[config.mk]
export PLATFORM = sky130hd
export DESIGN_NAME = seg_io_ctrl_flat
export DESIGN_NICKNAME = d
export VERILOG_FILES = /design/src/rtl/seg_io_ctrl_if.sv /design/src/rtl/seg_io_ctrl.sv /design/src/flat_wrapper.sv
export SDC_FILE = /design/constraint.sdc
export NUM_CORES = 1
export LEC_CHECK = 0
export ABC_AREA = 1
export BUFFER_PORTS_ARGS = -buffer_cell sky130_fd_sc_hd__buf_2
export CORE_UTILIZATION = 47
export DETAILED_ROUTE_END_ITERATION = 10
export PLACE_DENSITY = 0.72
export SLEW_MARGIN = 20
export SYNTH_ARGS = -nofsm -noshare
export SYNTH_HDL_FRONTEND = slang
export SYNTH_SLANG_ARGS = --single-unit
export TNS_END_PERCENT = 10
[constraint.sdc]
create_clock -name clk -period 2.8 [get_ports clk]
set_input_delay 0.42 -clock clk [delete_from_list [all_inputs] [get_ports clk]]
set_output_delay 0.42 -clock clk [all_outputs]
set_load 0.02 [all_outputs]
[src/rtl/seg_io_ctrl_if.sv]
// Display controller IO bus: one-cycle read/write strobes,
// byte address, write data and registered read data.
interface seg_io_ctrl_if;
  logic        io_write;
  logic        io_read;
  logic [31:0] addr;
  logic [31:0] wdata;
  logic [31:0] rdata;

  modport master (
    output io_write,
    output io_read,
    output addr,
    output wdata,
    input  rdata
  );

  modport slave (
    input  io_write,
    input  io_read,
    input  addr,
    input  wdata,
    output rdata
  );
endinterface

[src/rtl/seg_io_ctrl.sv]
// Seven-segment display controller: staged 24-bit value, atomic commit
// with 7-digit clamp, blink generator. Ports: clk, rst (async low), bus, num, enable.
module seg_io_ctrl #(
  parameter logic [31:0] BASE_ADDR  = 32'hFFFF_FC80,
  parameter int unsigned BLINK_HALF = 10_000_000
) (
  input  logic                clk,
  input  logic                rst,
  seg_io_ctrl_if.slave        bus,
  output logic [23:0]         num,
  output logic                enable
);

  localparam int unsigned CW = $clog2(BLINK_HALF);
  localparam logic [CW-1:0] LAST = CW'(BLINK_HALF - 1);
  localparam logic [23:0] MAX = 24'd9_999_999;

  typedef enum logic {
    SHOW = 1'b0,
    HIDE = 1'b1
  } phase_t;

  logic [23:0]   stage;
  logic          on;
  logic          blink;
  logic          ovf;
  phase_t        phase;
  logic [CW-1:0] bcnt;

  logic          hit;
  logic          wr;
  logic          rd;
  logic [1:0]    off;
  logic          sel_lo;
  logic          sel_hi;
  logic          sel_ctrl;
  logic          sel_stat;
  logic          commit;
  logic          big;

  logic          on_n;
  logic          blink_n;
  phase_t        phase_n;
  logic [CW-1:0] bcnt_n;

  logic          unused;
  assign unused = ^{bus.addr[1:0], bus.wdata[31:16]};

  assign hit      = bus.addr[31:4] == BASE_ADDR[31:4];
  assign off      = bus.addr[3:2];
  assign wr       = bus.io_write & hit;
  assign rd       = bus.io_read & hit;
  assign sel_lo   = off == 2'd0;
  assign sel_hi   = off == 2'd1;
  assign sel_ctrl = off == 2'd2;
  assign sel_stat = off == 2'd3;
  assign commit   = wr & sel_ctrl & bus.wdata[2];
  assign big      = stage > MAX;

  // Counting only continues while blinking was active before and
  // after this edge, so the edge that turns blink on starts at 0.
  always_comb begin
    on_n    = on;
    blink_n = blink;
    if (wr && sel_ctrl) begin
      on_n    = bus.wdata[0];
      blink_n = bus.wdata[1];
    end
    phase_n = phase;
    bcnt_n  = bcnt + 1'b1;
    if (!on_n || !blink_n || !on || !blink || commit) begin
      phase_n = SHOW;
      bcnt_n  = '0;
    end else if (bcnt == LAST) begin
      phase_n = phase_t'(~phase);
      bcnt_n  = '0;
    end
  end

  always_ff @(posedge clk or negedge rst) begin
    if (!rst) begin
      stage     <= '0;
      on        <= 1'b0;
      blink     <= 1'b0;
      ovf       <= 1'b0;
      phase     <= SHOW;
      bcnt      <= '0;
      num       <= '0;
      enable    <= 1'b0;
      bus.rdata <= '0;
    end else begin
      on     <= on_n;
      blink  <= blink_n;
      phase  <= phase_n;
      bcnt   <= bcnt_n;
      enable <= on_n & (phase_n == SHOW);

      if (wr && sel_lo) stage[15:0]  <= bus.wdata[15:0];
      if (wr && sel_hi) stage[23:16] <= bus.wdata[7:0];

      if (commit) num <= big ? MAX : stage;

      // A set from commit beats a clear from a STATUS read.
      if (commit && big)
        ovf <= 1'b1;
      else if (rd && sel_stat)
        ovf <= 1'b0;

      if (rd) begin
        unique case (1'b1)
          sel_lo:   bus.rdata <= {16'd0, stage[15:0]};
          sel_hi:   bus.rdata <= {24'd0, stage[23:16]};
          sel_ctrl: bus.rdata <= {30'd0, blink, on};
          sel_stat: bus.rdata <= {30'd0, ovf, phase == HIDE};
          default:  bus.rdata <= bus.rdata;
        endcase
      end
    end
  end

endmodule
[src/flat_wrapper.sv]
// flat-port wrapper written by rule: the top's interface ports become plain ports
module seg_io_ctrl_flat 
#(
  parameter logic [31:0] BASE_ADDR  = 32'hFFFF_FC80,
  parameter int unsigned BLINK_HALF = 10_000_000
)
  (clk, rst, num, enable, bus_io_write, bus_io_read, bus_addr, bus_wdata, bus_rdata);
  seg_io_ctrl_if bus_i ();
  input  logic clk;
  input  logic rst;
  output logic [23:0] num;
  output logic enable;
  input wire logic [$bits(bus_i.io_write)-1:0] bus_io_write;
  input wire logic [$bits(bus_i.io_read)-1:0] bus_io_read;
  input wire logic [$bits(bus_i.addr)-1:0] bus_addr;
  input wire logic [$bits(bus_i.wdata)-1:0] bus_wdata;
  output wire logic [$bits(bus_i.rdata)-1:0] bus_rdata;
  assign bus_i.io_write = bus_io_write;
  assign bus_i.io_read = bus_io_read;
  assign bus_i.addr = bus_addr;
  assign bus_i.wdata = bus_wdata;
  assign bus_rdata = bus_i.rdata;
  seg_io_ctrl #(.BASE_ADDR(BASE_ADDR), .BLINK_HALF(BLINK_HALF)) u_core (.clk(clk), .rst(rst), .bus(bus_i), .num(num), .enable(enable));
endmodule
==> results of run 1 <==
[layout make-up]
| class | instances | area, um2 | share of cell area [%] |
|---|---|---|---|
| Sequential cell | 93 | 2327 | 42.66 |
| Timing Repair Buffer | 98 | 525.5 | 9.633 |
| Clock inverter | 6 | 98.84 | 1.812 |
| Multi-Input combinational cell | 418 | 1958 | 35.89 |
| Tap cell | 133 | 166.4 | 3.050 |
| Inverter | 68 | 255.2 | 4.679 |
| Clock buffer | 9 | 123.9 | 2.271 |
[power breakdown]
| part | switching (W) | internal (W) |
|---|---|---|
| clock network | 0.000496 | 0.000509 |
| registers | 0.0000000000260 | 0.00134 |
| logic | 0.0000821 | 0.0000358 |
| total | 0.000578 | 0.00189 |
[cell usage in the layout (no fill, tap or decap), drive strengths merged, types with 8 or more instances in the layout]
master  netlist  final
nand2       184    184
buf          29     98
dfrtp        93     93
nor2         73     73
inv          68     69
o21ai        49     49
nand3        33     33
nand4        18     18
conb          1     16
clkbuf        3      9
nor4          8      8
o31ai         8      8
[how the worst max path moves through the flow]
stage,from,endpoint,slack [ns],depth (start not counted)
2_1_floorplan,bus_addr[29],u_core.bcnt[14],1.19,10
3_3_place_gp,bus_addr[9],u_core.bus.rdata[4],0.74,10
3_5_place_dp,bus_addr[5],u_core.bus.rdata[7],0.74,10
4_1_cts,u_core.bcnt[0],u_core.enable,0.83,9
5_1_grt,u_core.bcnt[0],u_core.enable,0.61,9
6_report,u_core.bcnt[0],u_core.enable,0.81,9
[state kept, by name, indices dropped and copies added, names as in the netlist]
| register | count |
|---|---|
| u_core.stage | 24 |
| u_core.ovf | 1 |
| u_core.enable | 1 |
| u_core.blink | 1 |
| u_core.phase | 1 |
| u_core.num | 24 |
| u_core.bus.rdata | 16 |
| u_core.bcnt | 24 |
| u_core.on | 1 |
[critical path, cell delays in order, from the launching register on]
cell	delay (ns)
dfrtp_1	0.39
ha_1	0.20
nand3_1	0.21
inv_1	0.13
nand2_1	0.09
nor2_1	0.22
nand3_2	0.27
nand2_1	0.12
nand2_1	0.08
a31oi_1	0.20
[cell families after synthesis]
| logic type | count (synthesis) | share of synthesized area (%) |
|---|---|---|
| buffers and inverters | 100 | 9.891 |
| AOI/OAI and AO/OA | 69 | 8.238 |
| other | 1 | 0.07990 |
| DFF | 93 | 49.59 |
| xor gates and xnor gates | 6 | 1.120 |
| and+or+nand+nor | 326 | 30.82 |
| adders and majority gates | 1 | 0.2666 |
[per-layer routing]
layer / track usage (%) / part of all wire [%]
met1: 31.93 / 46
met5: 0 / 0
met2: 37.89 / 48
met3: 3.967 / 5.2
met4: 8.242 / 1.2
[through the flow]
stage	cell area, um2	utilization, %	setup slack (ns)	hold WS (ns)
floorplan	4750	-	1.189	0.1244
global placement	5233	53.78	0.7372	0.4551
detailed placement	5233	53.78	0.7434	0.4591
CTS	5455	56.07	0.8262	0.1211
global route	5455	56.07	0.6068	0.1455
finish	5455	56.07	0.8095	0.1004
==> impl_metrics.py, run 1 <==
metrics = {
    "status": {
        "status": "completed",
    },
    "synthesis": {
        "ys_async_sr_fraction_pct": 100.0,
        "yosys.area.top_type": "dfrtp_1",
        "postSynthCellCount": 596,
        "synth_seq_cells": 93,
        "syn_avg_cell_area_um2": 7.875,
        "synth_edf_count": 0,
        "seq_area_frac_synth_pct": 49.59,
        "synthFlopType": "dfrtp_1",
        "synthTopCellsByCount": "nand2_1 (183), dfrtp_1 (93), inv_1 (66), nor2_1 (48), o21ai_0 (48)",
        "ys_types": 34,
        "netlist_area_um2": 4693,
        "synth_top_area_share_pct": 49.59,
        "yosysMostFrequentCell": "nand2_1",
        "ys_warn_count": 0,
        "netlist_top_cells_area": "dfrtp_1 (50%), nand2_1 (15%), inv_1 (5.3%), o21ai_0 (5.1%), nor2_1 (3.8%)",
    },
    "placed_design": {
        "gp_congestion": 0.8552,
        "dp_hpwl_um": 8351,
        "numPortBuffers": 90,
        "dp.cells": 810,
    },
    "setup_path": {
        "worstSetupEndpointType": "register",
        "r2r_end": "u_core.enable",
        "r2r-start": "u_core.bcnt[0]",
        "arrival_ns": 2.28,
        "reg2reg_setup_slack_ns": 0.81,
        "crit_fanout": 8,
        "reg2reg_depth": 9,
        "cp.required_ns": 3.09,
        "crit_type": "register to register",
        "start_kind": "register",
    },
    "timing": {
        "fin_crit_ns": 1.990,
        "final.period_utilization_pct": 71.09,
        "skew_ns": 0.01292,
        "setup_tns_ns": 0,
        "finalHoldViolCount": 0,
        "relSlewSlack_pct": 47.92,
        "fmax_mhz": 502.4,
        "finalSetupViolCount": 0,
        "worst_slew_pin_slew_ns": 0.7793,
        "rsz0062_at_grt": "false",
        "maxSlewViolCount": 0,
    },
    "global_routing": {
        "grt_pass1_vias": 3849,
        "grt_max_degree": 58,
        "grt_pass1_wl_um": 18520,
        "antenna_found_initial": 0,
        "grt-ovfl-total": 0,
        "grtUsageTotal_pct": 23.40,
    },
    "clock_network": {
        "htreeDepth": 3,
        "cts_resized": 0,
        "clk_pin_slew_ns": 0.10,
        "post_cts_buffers": 0,
        "clock-root-buffer": "clkbuf_8",
        "clk_latency_ns": 0.37,
        "cts_tree": "yes",
        "holdBufCountCts": 0,
        "clk_path_buf_depth": 2,
        "numClockSinks": 93,
        "cts_made_buffers": 9,
    },
    "finish": {
        "fin_nets": 757,
        "drive_above_1_share_pct": 21.68,
        "syn_to_final_growth_pct": 16.24,
        "diodes": 0,
        "stdcell_count": 825,
        "n_fill_cell": 970,
    },
    "routing": {
        "finalWirelength_um": 11360,
        "avgViaCountPerCell": 5.033,
        "drtPass1Iterations": 5,
        "avgRoutedWirePerCell_um": 13.77,
        "drt_iter0_drc": 216,
        "vias": 4152,
        "drtAntennaViolNets": 0,
        "drc": 0,
    },
    "power_and_ir_drop": {
        "vdd_drop_max_mv": 0.2107,
        "power_w": 0.002464,
        "power_density_nw_per_um2": 451.7,
        "p_leak_nw": 2.846,
    },
    "floorplan": {
        "dieWidth_um": 101.9,
        "dieArea_um2": 10390,
        "fp-row-count": 36,
        "core-area_um2": 9729,
        "initial_core_util_pct": 48.24,
        "dieHeight_um": 101.9,
        "boundaryPins": 125,
    },
    "job": {
        "maxCapViolCount": 0,
    },
    "min_path": {
        "min_path_type": "input pin to asynchronous set/reset pin",
    },
}
(Power assumes the default switching activity.)
==> inputs of run 2 (changes only) <==
clock period = 2.1 ns   (was 2.8 ns; I/O delays follow)
==> run 2 against run 1 <==
Against the previous run:
- critical path depth down 2
- power rose by 33%
- largest cell class unchanged
- non-clock buffer count rose by 4
- count of clock-buffer cells in the layout is 1 higher
- first-iteration DRC count down 6.0%
- utilization rose by 0.60 points
- largest power group unchanged
- combinational power increased by 36%
==> impl_metrics.py, run 2 (synthesized netlist as in run 1, its figures left out) <==
metrics = {
    "min_path": {
        "min_path_type": "input pin to register",
        "min_to": "u_core.stage[15]",
        "worstHoldPathCells": 3,
        "hp-start": "bus_wdata[15]",
    },
    "setup_path": {
        "worstSetupEndpointType": "register",
        "crit_type": "register to register",
        "r2r-start": "u_core.stage[17]",
        "start_kind": "register",
        "slowest_stage": "dfrtp_1",
        "crit_chain": "or2_2 -> nor3_1 -> o21ai_0 -> nand3_1 -> nand2_1 -> nand2_1 -> o21ai_0",
        "reg2reg_setup_slack_ns": 0.26,
        "reg2reg_depth": 7,
        "cpPeakStageDelay_ns": 0.46,
        "crit_fanout": 12,
        "cp.required_ns": 2.33,
        "r2r_end": "u_core.num[19]",
        "arrival_ns": 2.07,
    },
    "routing": {
        "vias": 4123,
        "avgViaCountPerCell": 4.967,
        "drc": 0,
        "drt_iter0_drc": 203,
        "avgRoutedWirePerCell_um": 13.52,
        "finalWirelength_um": 11220,
        "drtPass1Iterations": 4,
        "drtAntennaViolNets": 0,
    },
    "clock_network": {
        "cts_made_buffers": 9,
        "htreeDepth": 3,
        "clk_pin_slew_ns": 0.10,
        "clk_path_buf_depth": 2,
        "clock-root-buffer": "clkbuf_8",
        "post_cts_buffers": 0,
        "clk_latency_ns": 0.37,
        "numClockSinks": 93,
        "cts_tree": "yes",
    },
    "floorplan": {
        "dieArea_um2": 10390,
        "dieWidth_um": 101.9,
        "initial_core_util_pct": 48.24,
        "fp-row-count": 36,
        "core-area_um2": 9729,
        "boundaryPins": 125,
        "dieHeight_um": 101.9,
    },
    "finish": {
        "diodes": 0,
        "final_cell_mix": "nand2_1 (183), dfrtp_1 (93), buf_2 (89)",
        "syn_to_final_growth_pct": 17.49,
        "fin_nets": 761,
        "mostFrequentLayoutCell": "nand2_1",
        "top_regs": "u_core.bcnt: 24 flops, u_core.num: 24 flops, u_core.stage: 24 flops",
        "multi_input_area_um2": 1961,
        "drive_above_1_share_pct": 22.09,
        "seq_area_um2": 2327,
        "n_fill_cell": 945,
    },
    "timing": {
        "fin_crit_ns": 1.841,
        "worst_slack_ns": 0.2586,
        "final.period_utilization_pct": 87.68,
        "fmax_mhz": 543.1,
        "finalSetupViolCount": 0,
        "skew_ns": 0.01219,
        "setup_tns_ns": 0,
        "rsz0062_at_grt": "false",
        "maxSlewViolCount": 0,
        "finalHoldViolCount": 0,
    },
    "global_routing": {
        "antenna_found_initial": 0,
        "grtUsageTotal_pct": 23.48,
        "grt-ovfl-total": 0,
        "grt_pass1_vias": 3830,
        "grt_pass1_wl_um": 18680,
        "grt_max_degree": 42,
    },
    "placed_design": {
        "gp_congestion": 0.8560,
        "dp_slack_ns": 0.2145,
        "dp_hpwl_um": 8463,
        "numPortBuffers": 90,
    },
    "power_and_ir_drop": {
        "power_w": 0.003289,
        "p_leak_nw": 2.868,
        "vdd_drop_max_mv": 0.3775,
        "power_density_nw_per_um2": 596.5,
    },
    "status": {
        "status": "completed",
    },
    "job": {
        "maxCapViolCount": 0,
    },
}
[run 2: worst max path at each step]
stage	startpoint	to	slack, ns
floorplan	u_core.bcnt[0]	u_core.bcnt[22]	0.57
global placement	bus_addr[6]	u_core.num[19]	0.25
detailed placement	bus_addr[6]	u_core.num[19]	0.21
CTS	u_core.bcnt[0]	u_core.bcnt[18]	0.25
global route	u_core.stage[17]	u_core.num[16]	0.003
finish	u_core.stage[17]	u_core.num[19]	0.26
[run 2: timing repair]
action,CTS,global route
endpoints found under the setup margin,0,1
resized for setup,0,1
hold endpoints to repair,30,0
hold buffers,1,0
[run 2: per-layer routing]
layer | GRT usage, % | vias to the layer above | part of all wire (%) | wire length, um
met2 | 37.06 | 129 | 47 | 5253
met3 | 3.010 | 11 | 4.9 | 545
met4 | 9.121 | 0 | 1.4 | 160
met1 | 33.08 | 1916 | 47 | 5265
met5 | 0 | - | 0 | 0
li1 | - | 2067 | - | -
[run 2: cell type report]
type	instances	share of cell area, %
Sequential cell	93	42.21
Timing Repair Buffer	102	10.57
Clock inverter	6	1.702
Tap cell	133	3.018
Clock buffer	10	2.314
Inverter	68	4.629
Multi-Input combinational cell	418	35.56
[run 2: per-stage QoR]
step                      std cells  util [%]  area, um2  hold slack, ns
after global placement          813     54.27       5280          0.2776
after floorplan                 611         -       4750         0.01941
after global routing            830     56.67       5514          0.1571
final                           830     56.67       5514          0.1485
after detailed placement        813     54.27       5280          0.2797
after CTS                       830     56.65       5512          0.1399
[run 2: power breakdown]
part	internal, W	leakage (nW)	switching, W	total [W]
registers	0.00179	1.23	0.0000000000342	0.00179
logic	0.0000514	1.53	0.000109	0.000161
clock network	0.000682	0.107	0.000658	0.00134
total	0.00252	2.87	0.000767	0.00329
[run 2: critical path, delay by kind of cell, from the launching register on]
kind,cells,cell delay (ns)
flip-flops,1,0.46
AO/OA/AOI/OAI,2,0.28
AND/OR/NAND/NOR,5,0.95
